--- src/rtl/pio_debounce_irq_if.sv ---
// ---------------------------------------------------------------------------
// pio_debounce_irq_if
// Avalon-MM slave bus bundle for the pio_debounce_irq block.
//   address   : word address (3 bits, eight registers)
//   read      : read strobe
//   write     : write strobe
//   writedata : 32-bit write data
//   readdata  : 32-bit read data, valid the cycle after read
// Modports: master (bridge/CPU side), slave (PIO side).
// ---------------------------------------------------------------------------
interface pio_debounce_irq_if;
   logic [2:0]  address;
   logic        read;
   logic        write;
   logic [31:0] writedata;
   logic [31:0] readdata;

   modport master (output address, output read, output write, output writedata,
                   input readdata);
   modport slave  (input address, input read, input write, input writedata,
                   output readdata);
endinterface

--- src/rtl/pio_debounce_irq.sv ---
// ---------------------------------------------------------------------------
// pio_debounce_irq
// Configurable Avalon-MM PIO: synchronised + debounced inputs with per-bit
// edge capture and a level interrupt, plus an output register with atomic
// set/clear writes.
// Ports:
//   clk_clk        : single clock
//   reset_reset_n  : asynchronous active-low reset
//   bus            : Avalon-MM slave (address/read/write/writedata/readdata)
//   irq            : level interrupt, |(EDGECAP & IRQMASK)
//   in_export      : asynchronous pin inputs
//   out_export     : output register
// Register map: 0 IN, 1 OUT, 2 IRQMASK, 3 EDGECAP (W1C), 4 OUTSET, 5 OUTCLR,
//   6 EDGEPOL, 7 EDGEANY.
// Optional feature macro: PIO_ANYEDGE_EN -- when defined, register 7 (EDGEANY)
//   exists and selects capture of both edges per bit; otherwise address 7
//   reads 0 and ignores writes.
// ---------------------------------------------------------------------------
module pio_debounce_irq #(
   parameter int                   IN_WIDTH        = 10,
   parameter int                   OUT_WIDTH       = 10,
   parameter int                   DEBOUNCE_CYCLES = 50000,
   parameter logic [IN_WIDTH-1:0]  IN_RESET        = '0,
   parameter logic [OUT_WIDTH-1:0] OUT_RESET       = '0
) (
   input  logic                 clk_clk,
   input  logic                 reset_reset_n,
   pio_debounce_irq_if.slave    bus,
   output logic                 irq,
   input  logic [IN_WIDTH-1:0]  in_export,
   output logic [OUT_WIDTH-1:0] out_export
);

   logic [IN_WIDTH-1:0]  sync_meta;
   logic [IN_WIDTH-1:0]  sync;
   logic [IN_WIDTH-1:0]  stable;
   logic [IN_WIDTH-1:0]  stable_prev;
   logic [IN_WIDTH-1:0]  rise;
   logic [IN_WIDTH-1:0]  fall;
   logic [IN_WIDTH-1:0]  edge_hit;
   logic [OUT_WIDTH-1:0] out_reg;
   logic [IN_WIDTH-1:0]  irq_mask;
   logic [IN_WIDTH-1:0]  edge_cap;
   logic [IN_WIDTH-1:0]  edge_pol;
   logic [IN_WIDTH-1:0]  wdata_in;
   logic [OUT_WIDTH-1:0] wdata_out;
   logic [31:0]          rd_mux;
   logic                 unused_wdata;

   assign wdata_in     = bus.writedata[IN_WIDTH-1:0];
   assign wdata_out    = bus.writedata[OUT_WIDTH-1:0];
   assign unused_wdata = ^bus.writedata;

   // Two-flop synchroniser per pin. Reset to IN_RESET so that a board whose
   // idle pin level matches IN_RESET produces no spurious edge after reset.
   always_ff @(posedge clk_clk or negedge reset_reset_n) begin
      if (!reset_reset_n) begin
         sync_meta <= IN_RESET;
         sync      <= IN_RESET;
      end else begin
         sync_meta <= in_export;
         sync      <= sync_meta;
      end
   end

   generate
      if (DEBOUNCE_CYCLES == 0) begin : g_bypass
         // Debounce disabled: the stable value simply follows the synchroniser.
         always_ff @(posedge clk_clk or negedge reset_reset_n) begin
            if (!reset_reset_n) stable <= IN_RESET;
            else                stable <= sync;
         end
      end else begin : g_debounce
         localparam int CNT_W = $clog2(DEBOUNCE_CYCLES + 1);
         localparam logic [CNT_W-1:0] CNT_LAST = CNT_W'(DEBOUNCE_CYCLES - 1);
         logic [CNT_W-1:0] cnt [IN_WIDTH];

         // Per-bit run counter: it counts consecutive cycles in which the
         // synchronised pin disagrees with the accepted value. Any agreement
         // restarts it, so only a run of DEBOUNCE_CYCLES differing samples
         // moves the accepted value.
         always_ff @(posedge clk_clk or negedge reset_reset_n) begin
            if (!reset_reset_n) begin
               stable <= IN_RESET;
               for (int i = 0; i < IN_WIDTH; i++) cnt[i] <= '0;
            end else begin
               for (int i = 0; i < IN_WIDTH; i++) begin
                  if (sync[i] == stable[i]) begin
                     cnt[i] <= '0;
                  end else if (cnt[i] == CNT_LAST) begin
                     stable[i] <= sync[i];
                     cnt[i]    <= '0;
                  end else begin
                     cnt[i] <= cnt[i] + CNT_W'(1);
                  end
               end
            end
         end
      end
   endgenerate

   // Previous accepted value, used to spot transitions of the debounced input.
   always_ff @(posedge clk_clk or negedge reset_reset_n) begin
      if (!reset_reset_n) stable_prev <= IN_RESET;
      else                stable_prev <= stable;
   end

   assign rise = stable & ~stable_prev;
   assign fall = ~stable & stable_prev;

`ifdef PIO_ANYEDGE_EN
   logic [IN_WIDTH-1:0] edge_any;

   // Any-edge bits capture both directions and override the polarity bit.
   assign edge_hit = (edge_any & (rise | fall)) |
                     (~edge_any & ((edge_pol & fall) | (~edge_pol & rise)));

   // EDGEANY control register.
   always_ff @(posedge clk_clk or negedge reset_reset_n) begin
      if (!reset_reset_n)                        edge_any <= '0;
      else if (bus.write && bus.address == 3'd7) edge_any <= wdata_in;
   end
`else
   assign edge_hit = (edge_pol & fall) | (~edge_pol & rise);
`endif

   // Control/status registers. OUT, OUTSET and OUTCLR share one register and
   // are selected by address, so at most one of them acts per cycle. For
   // EDGECAP the new capture is OR-ed in after the W1C so a simultaneous
   // edge is never lost.
   always_ff @(posedge clk_clk or negedge reset_reset_n) begin
      if (!reset_reset_n) begin
         out_reg  <= OUT_RESET;
         irq_mask <= '0;
         edge_cap <= '0;
         edge_pol <= '0;
      end else begin
         if (bus.write) begin
            case (bus.address)
               3'd1:    out_reg  <= wdata_out;
               3'd2:    irq_mask <= wdata_in;
               3'd4:    out_reg  <= out_reg | wdata_out;
               3'd5:    out_reg  <= out_reg & ~wdata_out;
               3'd6:    edge_pol <= wdata_in;
               default: ;
            endcase
         end
         if (bus.write && bus.address == 3'd3) edge_cap <= (edge_cap & ~wdata_in) | edge_hit;
         else                                  edge_cap <= edge_cap | edge_hit;
      end
   end

   // Read multiplexer; registers are zero-extended and holes read as 0.
   always_comb begin
      rd_mux = '0;
      case (bus.address)
         3'd0:    rd_mux = 32'(stable);
         3'd1:    rd_mux = 32'(out_reg);
         3'd2:    rd_mux = 32'(irq_mask);
         3'd3:    rd_mux = 32'(edge_cap);
         3'd6:    rd_mux = 32'(edge_pol);
`ifdef PIO_ANYEDGE_EN
         3'd7:    rd_mux = 32'(edge_any);
`endif
         default: rd_mux = '0;
      endcase
   end

   // Read data register: loaded only on a read strobe, otherwise it holds.
   always_ff @(posedge clk_clk or negedge reset_reset_n) begin
      if (!reset_reset_n) bus.readdata <= '0;
      else if (bus.read)  bus.readdata <= rd_mux;
   end

   assign irq        = |(edge_cap & irq_mask);
   assign out_export = out_reg;

endmodule

--- src/flat_wrapper.sv ---
// flat-port wrapper written by rule: the top's interface ports become plain ports
module pio_debounce_irq_flat 
#(
   parameter int                   IN_WIDTH        = 10,
   parameter int                   OUT_WIDTH       = 10,
   parameter int                   DEBOUNCE_CYCLES = 50000,
   parameter logic [IN_WIDTH-1:0]  IN_RESET        = '0,
   parameter logic [OUT_WIDTH-1:0] OUT_RESET       = '0
)
  (clk_clk, reset_reset_n, irq, in_export, out_export, bus_address, bus_read, bus_write, bus_writedata, bus_readdata);
  pio_debounce_irq_if bus_i ();
  input  logic clk_clk;
  input  logic reset_reset_n;
  output logic irq;
  input  logic [IN_WIDTH-1:0] in_export;
  output logic [OUT_WIDTH-1:0] out_export;
  input wire logic [$bits(bus_i.address)-1:0] bus_address;
  input wire logic [$bits(bus_i.read)-1:0] bus_read;
  input wire logic [$bits(bus_i.write)-1:0] bus_write;
  input wire logic [$bits(bus_i.writedata)-1:0] bus_writedata;
  output wire logic [$bits(bus_i.readdata)-1:0] bus_readdata;
  assign bus_i.address = bus_address;
  assign bus_i.read = bus_read;
  assign bus_i.write = bus_write;
  assign bus_i.writedata = bus_writedata;
  assign bus_readdata = bus_i.readdata;
  pio_debounce_irq #(.IN_WIDTH(IN_WIDTH), .OUT_WIDTH(OUT_WIDTH), .DEBOUNCE_CYCLES(DEBOUNCE_CYCLES), .IN_RESET(IN_RESET), .OUT_RESET(OUT_RESET)) u_core (.clk_clk(clk_clk), .reset_reset_n(reset_reset_n), .bus(bus_i), .irq(irq), .in_export(in_export), .out_export(out_export));
endmodule
--- config.mk ---
export PLATFORM = sky130hd
export DESIGN_NAME = pio_debounce_irq_flat
export DESIGN_NICKNAME = d
export VERILOG_FILES = /design/src/rtl/pio_debounce_irq_if.sv /design/src/rtl/pio_debounce_irq.sv /design/src/flat_wrapper.sv
export SDC_FILE = /design/constraint.sdc
export NUM_CORES = 1
export LEC_CHECK = 0
export CORE_ASPECT_RATIO = 1.75
export CORE_MARGIN = 2
export CORE_UTILIZATION = 50
export DETAILED_ROUTE_END_ITERATION = 6
export PLACE_DENSITY = 0.76
export SYNTH_ARGS = -nofsm -noshare
export SYNTH_HDL_FRONTEND = slang
export SYNTH_SLANG_ARGS = --single-unit
--- constraint.sdc ---
create_clock -name clk_clk -period 4.7 [get_ports clk_clk]
set_input_delay 0.47 -clock clk_clk [delete_from_list [all_inputs] [get_ports clk_clk]]
set_output_delay 0.47 -clock clk_clk [all_outputs]
set_load 0.005 [all_outputs]
==> key figures <==
Cells and area
  – Reg area: approximately 6300 um^2
  – Final instance area: roughly 13000 um^2
  – Layout filler cell count: 1975
  – Layout cells sized above 1: 7.386%
  – Area growth syn-to-layout: 12.03%
  – Area used by multi-input combinational logic: 5122 um^2
  – Net count, final: 1250
  – N_diodes: 0

Yosys
  – Post-Synth Adder-Cell Area: 1.067%
  – Compound-cell area share of the yosys netlist: 6.169%
  – Cell count after synthesis: around 1100
  – Register area share after synthesis: 53.36%
  – Synth Cell Area: between 10000 and 15000 um^2
  – Largest family of logic cells by synthesized area: simple AND/OR/NAND/NOR gates
  – EDFF count, synth: 0
  – Multiplexer share of the synthesized area: just under 4%
  – Syn Area/Cell: 10.28 um^2
  – Primary FF master, synth: dfrtp_1
  – Top cell type's share of synthesized area: 53.36%
  – Synth warn: 0
  – Post-synthesis simple-gate area fraction: 19.87%
  – Yosys cell types: 41
  – Count leader, synth: dfrtp_1
  – Top cells by area, synth: dfrtp_1 (53%), xnor2_1 (10%), nor2_1 (7.0%), mux2_2 (3.8%), nand2_1 (3.0%)
  – Synth Register Bits: 250
  – Synth Area in XOR/XNOR: 11.95%
  – Async S/R FF share, synth: 100.0%
  – Synth top cells by count: dfrtp_1 (250), nor2_1 (219), xnor2_1 (140)
  – Post-synth top area cell: dfrtp_1

Power and ir drop
  – Final Power: 4.536 mW
  – Sequential power share: 52.2%
  – Psw: 1.083 mW
  – Combinational share of power: 8.7%
  – Clock share of power: 39.1%
  – IR drop worst, VDD: 0.2786 mV
  – Leak: 5.352 nW
  – Cell Pwr Density: 345.4 nW/um^2
  – Switching power share of the total: between 20% and 30%
  – Int Power: 3.453 mW

CTS
  – Num CTS Buffers: 23
  – Clk_lat worst skew: approximately 0.52 ns
  – Clock Path Buffers: 3
  – Postcts setup bufs: 0
  – Clock-pin slew on the worst setup and hold paths: 0.06 ns
  – TritonCTS clock tree: yes
  – Root Buffer: clkbuf_16
  – H-tree level count: 1
  – CTS sink cnt: between 200 and 300

Detailed routing
  – Via count: between 8000 and 9000
  – Via/cell ratio: 5.458
  – DRC viols: 0
  – Post-DRT Antenna Nets: 0
  – Drt wl/cell: ~15 um
  – DR iter-0 viols: 535
  – DR pass1 iterations: 7
  – Post-Route WL: 23010 um

Placed design
  – Port buffer count: 47
  – Gpl congestion: 0.8064
  – Hpwl dp: ~15000 um
  – Placed Area: around 12000 um^2

Setup path
  – Cell chain of the critical path: a22o_1 > a221oi_1 > nand4_1 > clkdlybuf4s50_1
  – CP arrival: about 2.1 ns
  – CP endpoint kind: output pin
  – Critical path's slowest cell: clkdlybuf4s50_1
  – WS Path Type: flip-flop to output pin
  – Startpoint Class: flip-flop
  – CP peak stage delay: just under 0.5 ns
  – Required @ worst endpoint: 4.23 ns
  – Crit-path max FO: 3

STA
  – Fin crit period: around 2.6 ns
  – RSZ-0062 raised after global routing: no
  – Max Fclk: 385.1 MHz
  – Hold Vio Cnt, Final: 0
  – Max Slew Vio Count: 0
  – Final setup viols: 0
  – Part of the cycle the worst path needs: 55.25%
  – Clock skew: 0.007261 ns
  – Post-route setup TNS: 0 ns
  – Rel. slew slack: around a quarter
  – Slew of the pin with the lowest slew margin: about 1.1 ns

Status
  – Status: finished clean

Floorplan
  – Initial Util: 50.65%
  – Die width: 119.8 um
  – Placeable Area: 23150 um^2
  – Die area: roughly 25000 um^2
  – I/O pins: slightly above 90
  – Die Ht: approximately 210 um
  – Rows: 74

Global route
  – GRT Total Usage: 19.48%
  – Pin count of the biggest net entering global routing: 133
  – Total gr overflow: 0
  – Vias in the first global route: 8553
  – First-pass GRT wire length: 39880 um
  – Initial antenna violation count: 0

Min path
  – Hold Crit Class: flip-flop to flip-flop

Run
  – Max-cap viol count: 0
routing by layer:
layer / up-vias / share of wire (%) / GRT usage (%)
li1: 3935 / - / -
met1: 4083 / 42 / 23.47
met2: 175 / 51 / 35.43
met3: 43 / 3.7 / 2.390
met4: 0 / 3.1 / 7.689
met5: - / 0 / 0
state kept, by name, indices dropped and copies added (netlist names):
| signal | flops |
|---|---|
| u_core.stable | 10 |
| u_core.sync | 10 |
| u_core.sync_meta | 10 |
| u_core.bus.readdata | 10 |
| u_core.edge_cap | 10 |
| u_core.irq_mask | 10 |
| u_core.stable_prev | 10 |
| u_core.out_export | 10 |
| u_core.edge_pol | 10 |
| u_core.g_debounce.cnt | 160 |
power groups by stage:
stage / sequential (mW) / combinational (mW) / clock (mW)
global placement: 2.40 / 0.384 / 0
detailed placement: 2.41 / 0.399 / 0
floorplan: 2.37 / 0.224 / 0
global route: 2.38 / 0.442 / 1.90
finish: 2.37 / 0.395 / 1.77
CTS: 2.37 / 0.402 / 1.82
through the flow:
stage | cells | setup WS (ns) | hold WS (ns) | utilization [%]
6_report | 1509 | 2.103 | 0.3495 | 56.74
5_1_grt | 1509 | 2.018 | 0.3517 | 56.74
4_1_cts | 1509 | 2.084 | 0.3508 | 56.74
3_5_place_dp | 1469 | 1.654 | 0.3363 | 53.67
3_3_place_gp | 1469 | 1.685 | 0.3338 | 53.67
2_1_floorplan | 1161 | 2.911 | 0.1744 | -
layout by cell type (no fill, tap or decap), types with 2 or more instances in the layout:
cell,Yosys,layout
nor4_1,54,54
nor4bb_1,2,2
clkbuf_1,14,6
dfrtp_1,250,250
nor2b_1,3,3
ha_1,10,10
clkinv_2,0,4
nor2_1,219,219
and3_1,2,2
clkbuf_16,0,23
conb_1,1,22
nand4_1,32,32
o21ai_0,10,10
nor3_1,31,31
o22a_1,9,9
mux2_2,40,40
clkbuf_8,0,6
clkdlybuf4s50_1,0,46
xor2_1,20,20
a22oi_1,12,12
buf_4,22,3
xnor2_1,140,140
or3_1,2,2
nand3b_1,7,7
a21oi_1,29,29
o211ai_1,9,9
o41ai_4,9,9
nand2_1,95,95
inv_1,39,39
nor4b_1,3,3
nand3_1,54,54
worst paths after layout:
path | from | end | slack (ns) | cells past startpoint
max | u_core.edge_cap[9] | irq | 2.10 | 4
min | u_core.sync_meta[3] | u_core.sync[3] | 0.35 | 0
max reg2reg | u_core.g_debounce.cnt[10] | u_core.g_debounce.cnt[2] | 2.55 | 3
min reg2reg | u_core.sync_meta[3] | u_core.sync[3] | 0.35 | 0
max in group asynchronous | reset_reset_n | u_core.g_debounce.cnt[74] | 3.15 | 3
min in group asynchronous | reset_reset_n | u_core.g_debounce.cnt[99] | 0.49 | 2
area by class of cell:
| cell class | instances | area share [%] |
|---|---|---|
| Inverter | 39 | 1.115 |
| Tap cell | 304 | 2.896 |
| Multi-Input combinational cell | 825 | 39.00 |
| Timing Repair Buffer | 52 | 4.020 |
| Clock inverter | 4 | 0.1524 |
| Sequential cell | 250 | 47.63 |
| Clock buffer | 35 | 5.182 |
worst max-delay path: cells and delay by family, from the launching register on:
family	cells	cell delay, ns
DFF	1	0.42
AOI/OAI and AO/OA	2	0.50
buffers and inverters	1	0.49
and+or+nand+nor	1	0.21
what timing repair did:
item,CTS,global route
setup endpoints to repair,0,0
gates resized for setup,0,0
hold buffers,1,0
hold endpoints to repair,63,0
cell families after synthesis:
logic type,count (synthesis)
and+or+nand+nor,509
DFF,250
xor gates and xnor gates,160
buffers and inverters,86
AOI/OAI and AO/OA,83
muxes,41
adders and majority gates,10
other,1
Note: power is estimated with default switching activity, not from simulation.
